[src/rtl/vga_sprite_fetch_if.sv]
// Read-only port into video-shared memory.
// Master issues address/strobe; data returns a fixed latency later.
interface vga_sprite_fetch_if #(
    parameter int ADDR_W = 16,
    parameter int DATA_W = 16
);
    logic [ADDR_W-1:0] mem_addr;
    logic              mem_rd;
    logic [DATA_W-1:0] mem_data;

    modport master (
        output mem_addr,
        output mem_rd,
        input  mem_data
    );

    modport slave (
        input  mem_addr,
        input  mem_rd,
        output mem_data
    );
endinterface

[src/rtl/vga_sprite_fetch.sv]
// Per-frame sprite coordinate fetch into shadow registers,
// committed to the renderer-facing outputs in a single cycle.
module vga_sprite_fetch #(
    parameter int NUM_SPRITES = 3,
    parameter int DATA_W      = 16,
    parameter int ADDR_W      = 16,
    parameter int BASE_ADDR   = 0,
    parameter int X_OFFSET    = 32,
    parameter int MEM_LAT     = 1
) (
    input  logic                          clk,
    input  logic                          reset,
    input  logic                          start,
    input  logic                          clr_overrun,
    vga_sprite_fetch_if.master            mem,
    output logic [NUM_SPRITES*DATA_W-1:0] sprite_x,
    output logic [NUM_SPRITES*DATA_W-1:0] sprite_y,
    output logic [DATA_W-1:0]             cont,
    output logic                          busy,
    output logic                          frame_done,
    output logic                          overrun
);

    localparam int W     = 2*NUM_SPRITES + 1;
    localparam int IDX_W = $clog2(W + 1);
    localparam int SW    = NUM_SPRITES*DATA_W;
    localparam logic [IDX_W-1:0] LAST = IDX_W'(W - 1);

    typedef enum logic [1:0] {
        IDLE,
        FETCH,
        DRAIN,
        COMMIT
    } state_t;

    state_t state;
    state_t state_nxt;

    logic [IDX_W-1:0]  idx;
    logic [MEM_LAT-1:0] pv;
    logic [IDX_W-1:0]  pidx [MEM_LAT];
    logic              cap_v;
    logic [IDX_W-1:0]  cap_idx;
    logic              last_cap;

    logic [SW-1:0]     shadow_x;
    logic [SW-1:0]     shadow_y;
    logic [DATA_W-1:0] shadow_cont;

    assign cap_v    = pv[MEM_LAT-1];
    assign cap_idx  = pidx[MEM_LAT-1];
    assign last_cap = cap_v && (cap_idx == LAST);

    always_ff @(posedge clk or negedge reset) begin
        if (!reset) begin
            state <= IDLE;
        end else begin
            state <= state_nxt;
        end
    end

    always_comb begin
        state_nxt    = state;
        mem.mem_rd   = 1'b0;
        mem.mem_addr = '0;
        busy         = 1'b1;
        unique case (state)
            IDLE: begin
                busy = 1'b0;
                if (start) state_nxt = FETCH;
            end
            FETCH: begin
                mem.mem_rd   = 1'b1;
                mem.mem_addr = ADDR_W'(BASE_ADDR) + ADDR_W'(idx);
                if (idx == LAST) state_nxt = DRAIN;
            end
            DRAIN: begin
                if (last_cap) state_nxt = COMMIT;
            end
            COMMIT: begin
                state_nxt = IDLE;
            end
        endcase
    end

    always_ff @(posedge clk or negedge reset) begin
        if (!reset) begin
            idx <= '0;
        end else if (state == FETCH) begin
            idx <= idx + IDX_W'(1);
        end else begin
            idx <= '0;
        end
    end

    // {valid, idx} travels with each read so the capture knows its slot
    always_ff @(posedge clk or negedge reset) begin
        if (!reset) begin
            pv <= '0;
            for (int i = 0; i < MEM_LAT; i++) begin
                pidx[i] <= '0;
            end
        end else begin
            pv[0]   <= (state == FETCH);
            pidx[0] <= idx;
            for (int i = 1; i < MEM_LAT; i++) begin
                pv[i]   <= pv[i-1];
                pidx[i] <= pidx[i-1];
            end
        end
    end

    always_ff @(posedge clk or negedge reset) begin
        if (!reset) begin
            shadow_x    <= '0;
            shadow_y    <= '0;
            shadow_cont <= '0;
        end else if (cap_v) begin
            if (cap_idx == LAST) begin
                shadow_cont <= mem.mem_data;
            end
            for (int i = 0; i < NUM_SPRITES; i++) begin
                if (cap_idx == IDX_W'(2*i)) begin
                    shadow_x[i*DATA_W +: DATA_W] <=
                        mem.mem_data - DATA_W'(X_OFFSET);
                end
                if (cap_idx == IDX_W'(2*i + 1)) begin
                    shadow_y[i*DATA_W +: DATA_W] <= mem.mem_data;
                end
            end
        end
    end

    always_ff @(posedge clk or negedge reset) begin
        if (!reset) begin
            sprite_x   <= '0;
            sprite_y   <= '0;
            cont       <= '0;
            frame_done <= 1'b0;
        end else begin
            frame_done <= (state == COMMIT);
            if (state == COMMIT) begin
                sprite_x <= shadow_x;
                sprite_y <= shadow_y;
                cont     <= shadow_cont;
            end
        end
    end

    // a fresh overrun event outranks a clear in the same cycle
    always_ff @(posedge clk or negedge reset) begin
        if (!reset) begin
            overrun <= 1'b0;
        end else if (start && busy) begin
            overrun <= 1'b1;
        end else if (clr_overrun) begin
            overrun <= 1'b0;
        end
    end

endmodule
[src/flat_wrapper.sv]
// flat-port wrapper written by rule: the top's interface ports become plain ports
module vga_sprite_fetch_flat 
#(
    parameter int NUM_SPRITES = 3,
    parameter int DATA_W      = 16,
    parameter int ADDR_W      = 16,
    parameter int BASE_ADDR   = 0,
    parameter int X_OFFSET    = 32,
    parameter int MEM_LAT     = 1
)
  (clk, reset, start, clr_overrun, sprite_x, sprite_y, cont, busy, frame_done, overrun, mem_mem_addr, mem_mem_rd, mem_mem_data);
  vga_sprite_fetch_if #(.ADDR_W(ADDR_W), .DATA_W(DATA_W)) mem_i ();
  input  logic clk;
  input  logic reset;
  input  logic start;
  input  logic clr_overrun;
  output logic [NUM_SPRITES*DATA_W-1:0] sprite_x;
  output logic [NUM_SPRITES*DATA_W-1:0] sprite_y;
  output logic [DATA_W-1:0] cont;
  output logic busy;
  output logic frame_done;
  output logic overrun;
  output wire logic [$bits(mem_i.mem_addr)-1:0] mem_mem_addr;
  output wire logic [$bits(mem_i.mem_rd)-1:0] mem_mem_rd;
  input wire logic [$bits(mem_i.mem_data)-1:0] mem_mem_data;
  assign mem_mem_addr = mem_i.mem_addr;
  assign mem_mem_rd = mem_i.mem_rd;
  assign mem_i.mem_data = mem_mem_data;
  vga_sprite_fetch #(.NUM_SPRITES(NUM_SPRITES), .DATA_W(DATA_W), .ADDR_W(ADDR_W), .BASE_ADDR(BASE_ADDR), .X_OFFSET(X_OFFSET), .MEM_LAT(MEM_LAT)) u_core (.clk(clk), .reset(reset), .start(start), .clr_overrun(clr_overrun), .mem(mem_i), .sprite_x(sprite_x), .sprite_y(sprite_y), .cont(cont), .busy(busy), .frame_done(frame_done), .overrun(overrun));
endmodule
[config.mk]
export PLATFORM = sky130hd
export DESIGN_NAME = vga_sprite_fetch_flat
export DESIGN_NICKNAME = d
export VERILOG_FILES = /design/src/rtl/vga_sprite_fetch_if.sv /design/src/rtl/vga_sprite_fetch.sv /design/src/flat_wrapper.sv
export SDC_FILE = /design/constraint.sdc
export NUM_CORES = 1
export LEC_CHECK = 0
export ABC_AREA = 0
export CAP_MARGIN = 20
export CORE_MARGIN = 2
export CORE_UTILIZATION = 55
export DETAILED_ROUTE_END_ITERATION = 6
export MAX_ROUTING_LAYER = met4
export PLACE_DENSITY = 0.82
export SLEW_MARGIN = 40
export SYNTH_ARGS = -nofsm -noshare
export SYNTH_HDL_FRONTEND = slang
export SYNTH_SLANG_ARGS = --single-unit
[constraint.sdc]
create_clock -name clk -period 3.2 [get_ports clk]
set_input_delay 0.8 -clock clk [delete_from_list [all_inputs] [get_ports clk]]
set_output_delay 0.8 -clock clk [all_outputs]
set_load 0.01 [all_outputs]
==> results.md, run 1 <==
* Minimum clock period at 2890 ps
* Worst-path fanout max at 9
* Worst-path cell chain: inv_1 -> ha_1 -> and2_1 -> clkdlybuf4s50_1
* Slew headroom at 48.4%
* Sw frac at 30.0%
* Ys Warns at 0
* GRT overflow at 0
* Final setup viols at 0
* Share of cells above drive strength 1 at 28.5%
* Post-DP HPWL at 13200 um
* Core ar. at 0.0159 mm2
* RSZ-0062 raised after global routing: false
* Hold Buf Count CTS at 0
* Largest net degree at the start of global routing at 84
* Clock Latency Late Sink at 500 ps
* Sequential Power Share at 42.9%
* Utilization after layout at 71.2%
* Clk_skew at 16.4 ps
* First-pass GRT wire length at 31400 um
* Clock Path Buffers at 3
* Internal Power at 0.00799 W
* Gate count of the mapped netlist at 631
* TritonCTS Buffers at 23
* Synth async-reset ratio at 100%
* First drt pass iteration count at 5
* Cell count along the critical path at 4
* Total vias in the final route at 5373
* Die Y at 132 um
* Worst Tran Pin Value at 773 ps
* GP Congestion at 0.790
* Number of synthesized flops with an enable pin at 0
* R2R Path Start: u_core.cap_idx[2]$_DFF_PN0_
* Sequential-to-total area share from yosys stat at 65.3%
* Core Rows at 46
* #FFs+latches synth at 235
* Peak supply drop at 0.000451 V
* Post-DRT Antenna Nets at 0
* Clk slew on worst S/H paths at 60 ps
* Worst r2r dst: u_core.state[1]$_DFFE_PN0P_
* Drt wl/cell at 19.3 um
* Final WL at 19500 um
* Clock sink count at 235
* Cell variety after synth at 34
* Static Leakage at 4.85 nW
* CTS tree: yes
* Clock power share at 22.3%
* Max stage delay on crit path at 530 ps
* Switching power total at 0.00342 W
* Area grow syn2layout at 26.0%
* Ports at 152
* Post_cts resized at 0
* Bufs and invs on worst path at 2
* Total GRT Usage at 23.4%
* Crit path max-delay family: buffers and inverters
* Startpoint types: flop
* CP Class: reg2out
* Highest clock rate at 347 MHz
* Vias in the first global route at 5695
* DR vias/cell at 5.32
* Worst min path class: in2async
* R2r setup slk at 1190 ps
* # H-tree levels at 1
* DR DRC count at 0
* Crit path capture type: output port
* Post-CTS Setup Inserts at 0
* Ys flop type: dfrtp_1
* Initial antenna violation count at 0
* Final nets at 806
* Tcrit/Tclk final at 90.2%
* Worst Reg-to-Reg Cells at 4
* Initial Utilization at 56.5%
* Antenna cells at 0
* Comb power frac at 34.8%
* Data required, critical path at 2400 ps
* Die Area at 0.0174 mm2
* Fillers at 1073
* Starting DRT DRC Count at 390
* Avg Inst Size Synth at 14.3 um2
* CP arrival at 2090 ps
* PD cells at 1010 mW/mm2
* CP max-delay cell: clkdlybuf4s50_1
* Slew Viols, Final at 0
* Placed insts at 969
* Maxcap violations at 0
* Port-buffer cells at 138
* Setup_tns at 0 ps
* Status: finished clean
* Die width at 132 um
* Cell area after synthesis at 0.00901 mm2
* Fin cells at 1010
* CTS root buffer: clkbuf_16
* Final hold vios at 0
## cell usage after synthesis, types with 2 or more instances
library cell / instances / area share, %
nor2_1: 3 / 0.12
nand3_2: 2 / 0.22
buf_4: 14 / 1.2
clkbuf_1: 13 / 0.54
nand2_1: 88 / 3.7
inv_1: 8 / 0.33
or4_4: 2 / 0.25
mux2_2: 171 / 21
ha_1: 8 / 1.1
nor2b_1: 5 / 0.35
and2_1: 6 / 0.42
buf_1: 3 / 0.12
xnor2_1: 8 / 0.78
dfrtp_1: 235 / 65
buf_2: 8 / 0.44
o21ai_1: 6 / 0.33
o21ai_0: 33 / 1.8
xor2_1: 2 / 0.19
## power groups by stage
| stage | clock network, W | logic [W] | registers, W |
|---|---|---|---|
| 4_1_cts | 0.00258 | 0.00402 | 0.00489 |
| 3_5_place_dp | 0 | 0.00400 | 0.00493 |
| 6_report | 0.00255 | 0.00397 | 0.00489 |
| 3_3_place_gp | 0 | 0.00384 | 0.00485 |
| 2_1_floorplan | 0 | 0.00188 | 0.00499 |
| 5_1_grt | 0.00272 | 0.00424 | 0.00503 |
## cell usage in the layout (no fill, tap or decap), types with 5 or more instances in the layout
| cell type | Yosys | routed |
|---|---|---|
| clkbuf_16 | 0 | 23 |
| conb_1 | 1 | 13 |
| nand2_1 | 88 | 86 |
| buf_4 | 14 | 9 |
| clkbuf_8 | 0 | 6 |
| clkdlybuf4s50_1 | 0 | 137 |
| dfrtp_1 | 235 | 235 |
| o21ai_1 | 6 | 6 |
| o21ai_0 | 33 | 33 |
| clkbuf_1 | 13 | 10 |
| ha_1 | 8 | 7 |
| nor2b_1 | 5 | 5 |
| xnor2_1 | 8 | 8 |
| and2_1 | 6 | 6 |
| mux2_2 | 171 | 171 |
| inv_1 | 8 | 8 |
## through the flow
stage	hold WS, ps	worst slack [ps]	area, um2	total power (W)
3_5_place_dp	458	430	10600	0.00893
5_1_grt	347	195	11300	0.0120
4_1_cts	311	291	11300	0.0115
3_3_place_gp	446	508	10600	0.00869
6_report	285	315	11300	0.0114
2_1_floorplan	394	1150	9050	0.00687
## registers in the layout (all words and copies together), names as in the netlist
register            count
u_core.shadow_x        48
u_core.cap_idx          3
u_core.shadow_y        48
u_core.overrun          1
u_core.sprite_y        48
u_core.cap_v            1
u_core.shadow_cont     16
u_core.idx              3
u_core.state            2
u_core.cont            16
u_core.frame_done       1
u_core.sprite_x        48
## how the worst max path moves through the flow
stage	slack [ps]	from	end
after global placement	510	mem_mem_data[5]	u_core.shadow_x[31]$_DFFE_PN0P_
after CTS	290	u_core.state[1]$_DFFE_PN0P_	mem_mem_addr[2]
after floorplan	1150	mem_mem_data[5]	u_core.shadow_x[31]$_DFFE_PN0P_
after detailed placement	430	mem_mem_data[5]	u_core.shadow_x[47]$_DFFE_PN0P_
final	310	u_core.state[1]$_DFFE_PN0P_	mem_mem_addr[2]
after global routing	200	u_core.state[1]$_DFFE_PN0P_	mem_mem_addr[2]
## worst reg2reg max path, delay by kind of cell (launching register included)
| kind | cells | cell delay (ps) |
|---|---|---|
| AND/OR/NAND/NOR | 2 | 740 |
| AO/OA/AOI/OAI | 1 | 390 |
| multiplexers | 1 | 370 |
| flip-flops | 1 | 400 |
## metal layers
| layer | GRT usage, % | wire, um |
|---|---|---|
| met1 | 31.5 | 8530 |
| met2 | 37.7 | 9650 |
| met3 | 4.08 | 1010 |
| met4 | 5.43 | 278 |
| met5 | - | 0 |
## logic make-up (layout without fill, tap and decap cells)
family          after synthesis  in the layout  share of synthesized area (%)
simple gates                115            115                           5.93
buf+inv                      48            199                           2.79
flops                       235            235                           65.3
other cells                   1             13                         0.0416
fa+ha+maj                     8              8                           1.11
mux                         171            171                           21.4
compound gates               43             43                           2.50
xor+xnor                     10             10                          0.972
## layout make-up
type,instances,area [um2],area share (%)
clock buffer,39,696,6.13
clock inverter,2,13.8,0.121
inverter,8,30.0,0.265
multi-input combinational,360,2950,26.0
sequential,235,5880,51.8
tap,216,270,2.38
timing repair buffer,150,1510,13.3
No activity file was read; power rests on OpenSTA's default activity.
==> inputs of run 2 (changes only) <==
- PLACE_DENSITY: 0.82 -> 0.89
- SLEW_MARGIN: 40 -> not set
==> run 2 against run 1 <==
Compared with the run above: power is 1.3% higher; maximum frequency fell by 1.9%; largest power group unchanged; critical endpoint unchanged; highest routed layer unchanged; critical path type unchanged; clock skew down 8.5 ps.
==> results.md, run 2 (synthesized netlist as in run 1, its figures left out) <==
* Status: finished clean (unchanged)
* Clk slew on worst S/H paths at 60 ps (about the same)
* Clock Path Buffers at 3 (unchanged)
* PD cells at 1010 mW/mm2 (about the same)
* Core ar. at 0.0159 mm2 (unchanged)
* Reg area at 0.00588 mm2 (unchanged)
* R2R Path Start: u_core.cap_v$_DFF_PN0_ (was u_core.cap_idx[2]$_DFF_PN0_)
* Hold Buf Count CTS at 0 (unchanged)
* Total vias in the final route at 5533 (was 5373)
* Final hold vios at 0 (unchanged)
* Clock Latency Late Sink at 490 ps (was 500 ps)
* Slew Viols, Final at 0 (unchanged)
* Worst-path fanout max at 9 (unchanged)
* CP max-delay cell: clkdlybuf4s50_1 (unchanged)
* Multi-input logic area at 0.00293 mm2 (was 0.00295 mm2)
* First-pass GRT wire length at 32100 um (was 31400 um)
* CP endpoint: mem_mem_addr[2] (unchanged)
* Maxcap violations at 0 (unchanged)
* RSZ-0062 raised after global routing: false (unchanged)
* Worst Reg-to-Reg Cells at 3 (was 4)
* Post-CTS Setup Inserts at 0 (unchanged)
* CP Class: reg2out (unchanged)
* CTS tree: yes (unchanged)
* Tcrit/Tclk final at 91.9% (was 90.2%)
* Crit path capture type: output port (unchanged)
* Port-buffer cells at 138 (unchanged)
* Final setup viols at 0 (unchanged)
* Minimum clock period at 2940 ps (was 2890 ps)
* Post-DP HPWL at 13700 um (was 13200 um)
* Worst Tran Pin Value at 982 ps (was 773 ps)
* Share of cells above drive strength 1 at 28.7% (was 28.5%)
* Final nets at 807 (was 806)
* Startpoint types: flop (unchanged)
* Clock sink count at 235 (unchanged)
* Bufs and invs on worst path at 2 (unchanged)
* TritonCTS Buffers at 23 (unchanged)
* Max stage delay on crit path at 540 ps (was 530 ps)
* Drt wl/cell at 19.7 um (was 19.3 um)
* Static Leakage at 4.89 nW (was 4.85 nW)
* Placed insts at 970 (was 969)
* Clk_skew at 7.86 ps (was 16.4 ps)
* Worst r2r dst: u_core.shadow_y[5]$_DFFE_PN0P_ (was u_core.state[1]$_DFFE_PN0P_)
* Worst-path cell chain: inv_1 -> ha_1 -> and2_1 -> clkdlybuf4s50_1 (unchanged)
* Die width at 132 um (unchanged)
* Fillers at 1039 (was 1073)
* First drt pass iteration count at 5 (unchanged)
* Final Instance Area at 0.0114 mm2 (was 0.0113 mm2)
* Cell count along the critical path at 4 (unchanged)
* Die Area at 0.0174 mm2 (unchanged)
* Highest clock rate at 340 MHz (was 347 MHz)
* Initial Utilization at 56.5% (unchanged)
* Initial antenna violation count at 0 (unchanged)
* DR DRC count at 0 (unchanged)
* Vias in the first global route at 5761 (was 5695)
* Commonest non-fill, non-tap cell in the layout: dfrtp_1 (unchanged)
* Data required, critical path at 2400 ps (about the same)
* Post_cts resized at 0 (unchanged)
* Setup ws final at 259 ps (was 315 ps)
* Most frequent cells in the layout: 235 x dfrtp_1, 171 x mux2_2, 137 x clkdlybuf4s50_1 (unchanged)
* # H-tree levels at 1 (unchanged)
* GRT overflow at 0 (unchanged)
* R2r setup slk at 1080 ps (was 1190 ps)
* Setup_tns at 0 ps (unchanged)
* CP arrival at 2140 ps (was 2090 ps)
* DP Area at 0.0106 mm2 (about the same)
* Starting DRT DRC Count at 312 (was 390)
* Final WL at 19900 um (was 19500 um)
* Peak supply drop at 0.000610 V (was 0.000451 V)
* Core Rows at 46 (unchanged)
* Crit path max-delay family: buffers and inverters (unchanged)
* Antenna cells at 0 (unchanged)
* Post-DRT Antenna Nets at 0 (unchanged)
* Die Y at 132 um (unchanged)
* Largest net degree at the start of global routing at 91 (was 84)
* Worst min path class: in2async (unchanged)
* Fin cells at 1010 (unchanged)
* Area grow syn2layout at 26.5% (was 26.0%)
* CP startpoint: u_core.state[1]$_DFFE_PN0P_ (unchanged)
* DR vias/cell at 5.48 (was 5.32)
* GP Congestion at 0.805 (was 0.790)
* Ports at 152 (unchanged)
* CTS root buffer: clkbuf_16 (unchanged)
* Slew headroom at 34.3% (was 48.4%)
* Total GRT Usage at 24.0% (was 23.4%)
* DP Worst Slack at 448 ps (was 430 ps)
[run 2: how the worst min path moves through the flow]
stage	endpoint	slack, ps	depth (start not counted)
floorplan	u_core.cap_idx[1]$_DFF_PN0_	390	0
global placement	u_core.cap_idx[1]$_DFF_PN0_	430	0
detailed placement	u_core.cap_idx[1]$_DFF_PN0_	450	0
CTS	u_core.sprite_x[39]$_DFFE_PN0P_	340	1
global route	u_core.shadow_x[18]$_DFFE_PN0P_	370	1
finish	u_core.shadow_x[18]$_DFFE_PN0P_	320	1
[run 2: layout make-up]
cell class              instances  share of cell area (%)
clock buffers                  36                    6.27
well taps                     216                    2.37
inverters                       8                   0.264
repair buffers                151                    13.4
flip-flops and latches        235                    51.6
clock inverters                 4                   0.395
multi-input cells             360                    25.7
[run 2: report_power, final]
| part | switching (W) | leakage (nW) | total, W | internal (W) |
|---|---|---|---|---|
| clock | 0.00105 | 0.379 | 0.00266 | 0.00160 |
| sequential | 0.000749 | 2.64 | 0.00491 | 0.00417 |
| combinational | 0.00164 | 1.87 | 0.00399 | 0.00235 |
| total | 0.00344 | 4.89 | 0.0116 | 0.00812 |
[run 2: stage by stage]
step	utilization, %	hold slack, ps	total power (W)
after detailed placement	66.7	445	0.00894
after global routing	71.5	366	0.0121
final	71.5	318	0.0116
after floorplan	-	394	0.00687
after CTS	71.5	345	0.0117
after global placement	66.7	434	0.00868
[run 2: per-layer routing]
metal  track usage (%)  wire (um)  vias to the layer above
met3              3.96       1170                       34
met2              38.7       9900                      187
met4              7.07        457                        0
li1                  -          -                     2412
met1              31.7       8410                     2900
met5                 -          0                        -
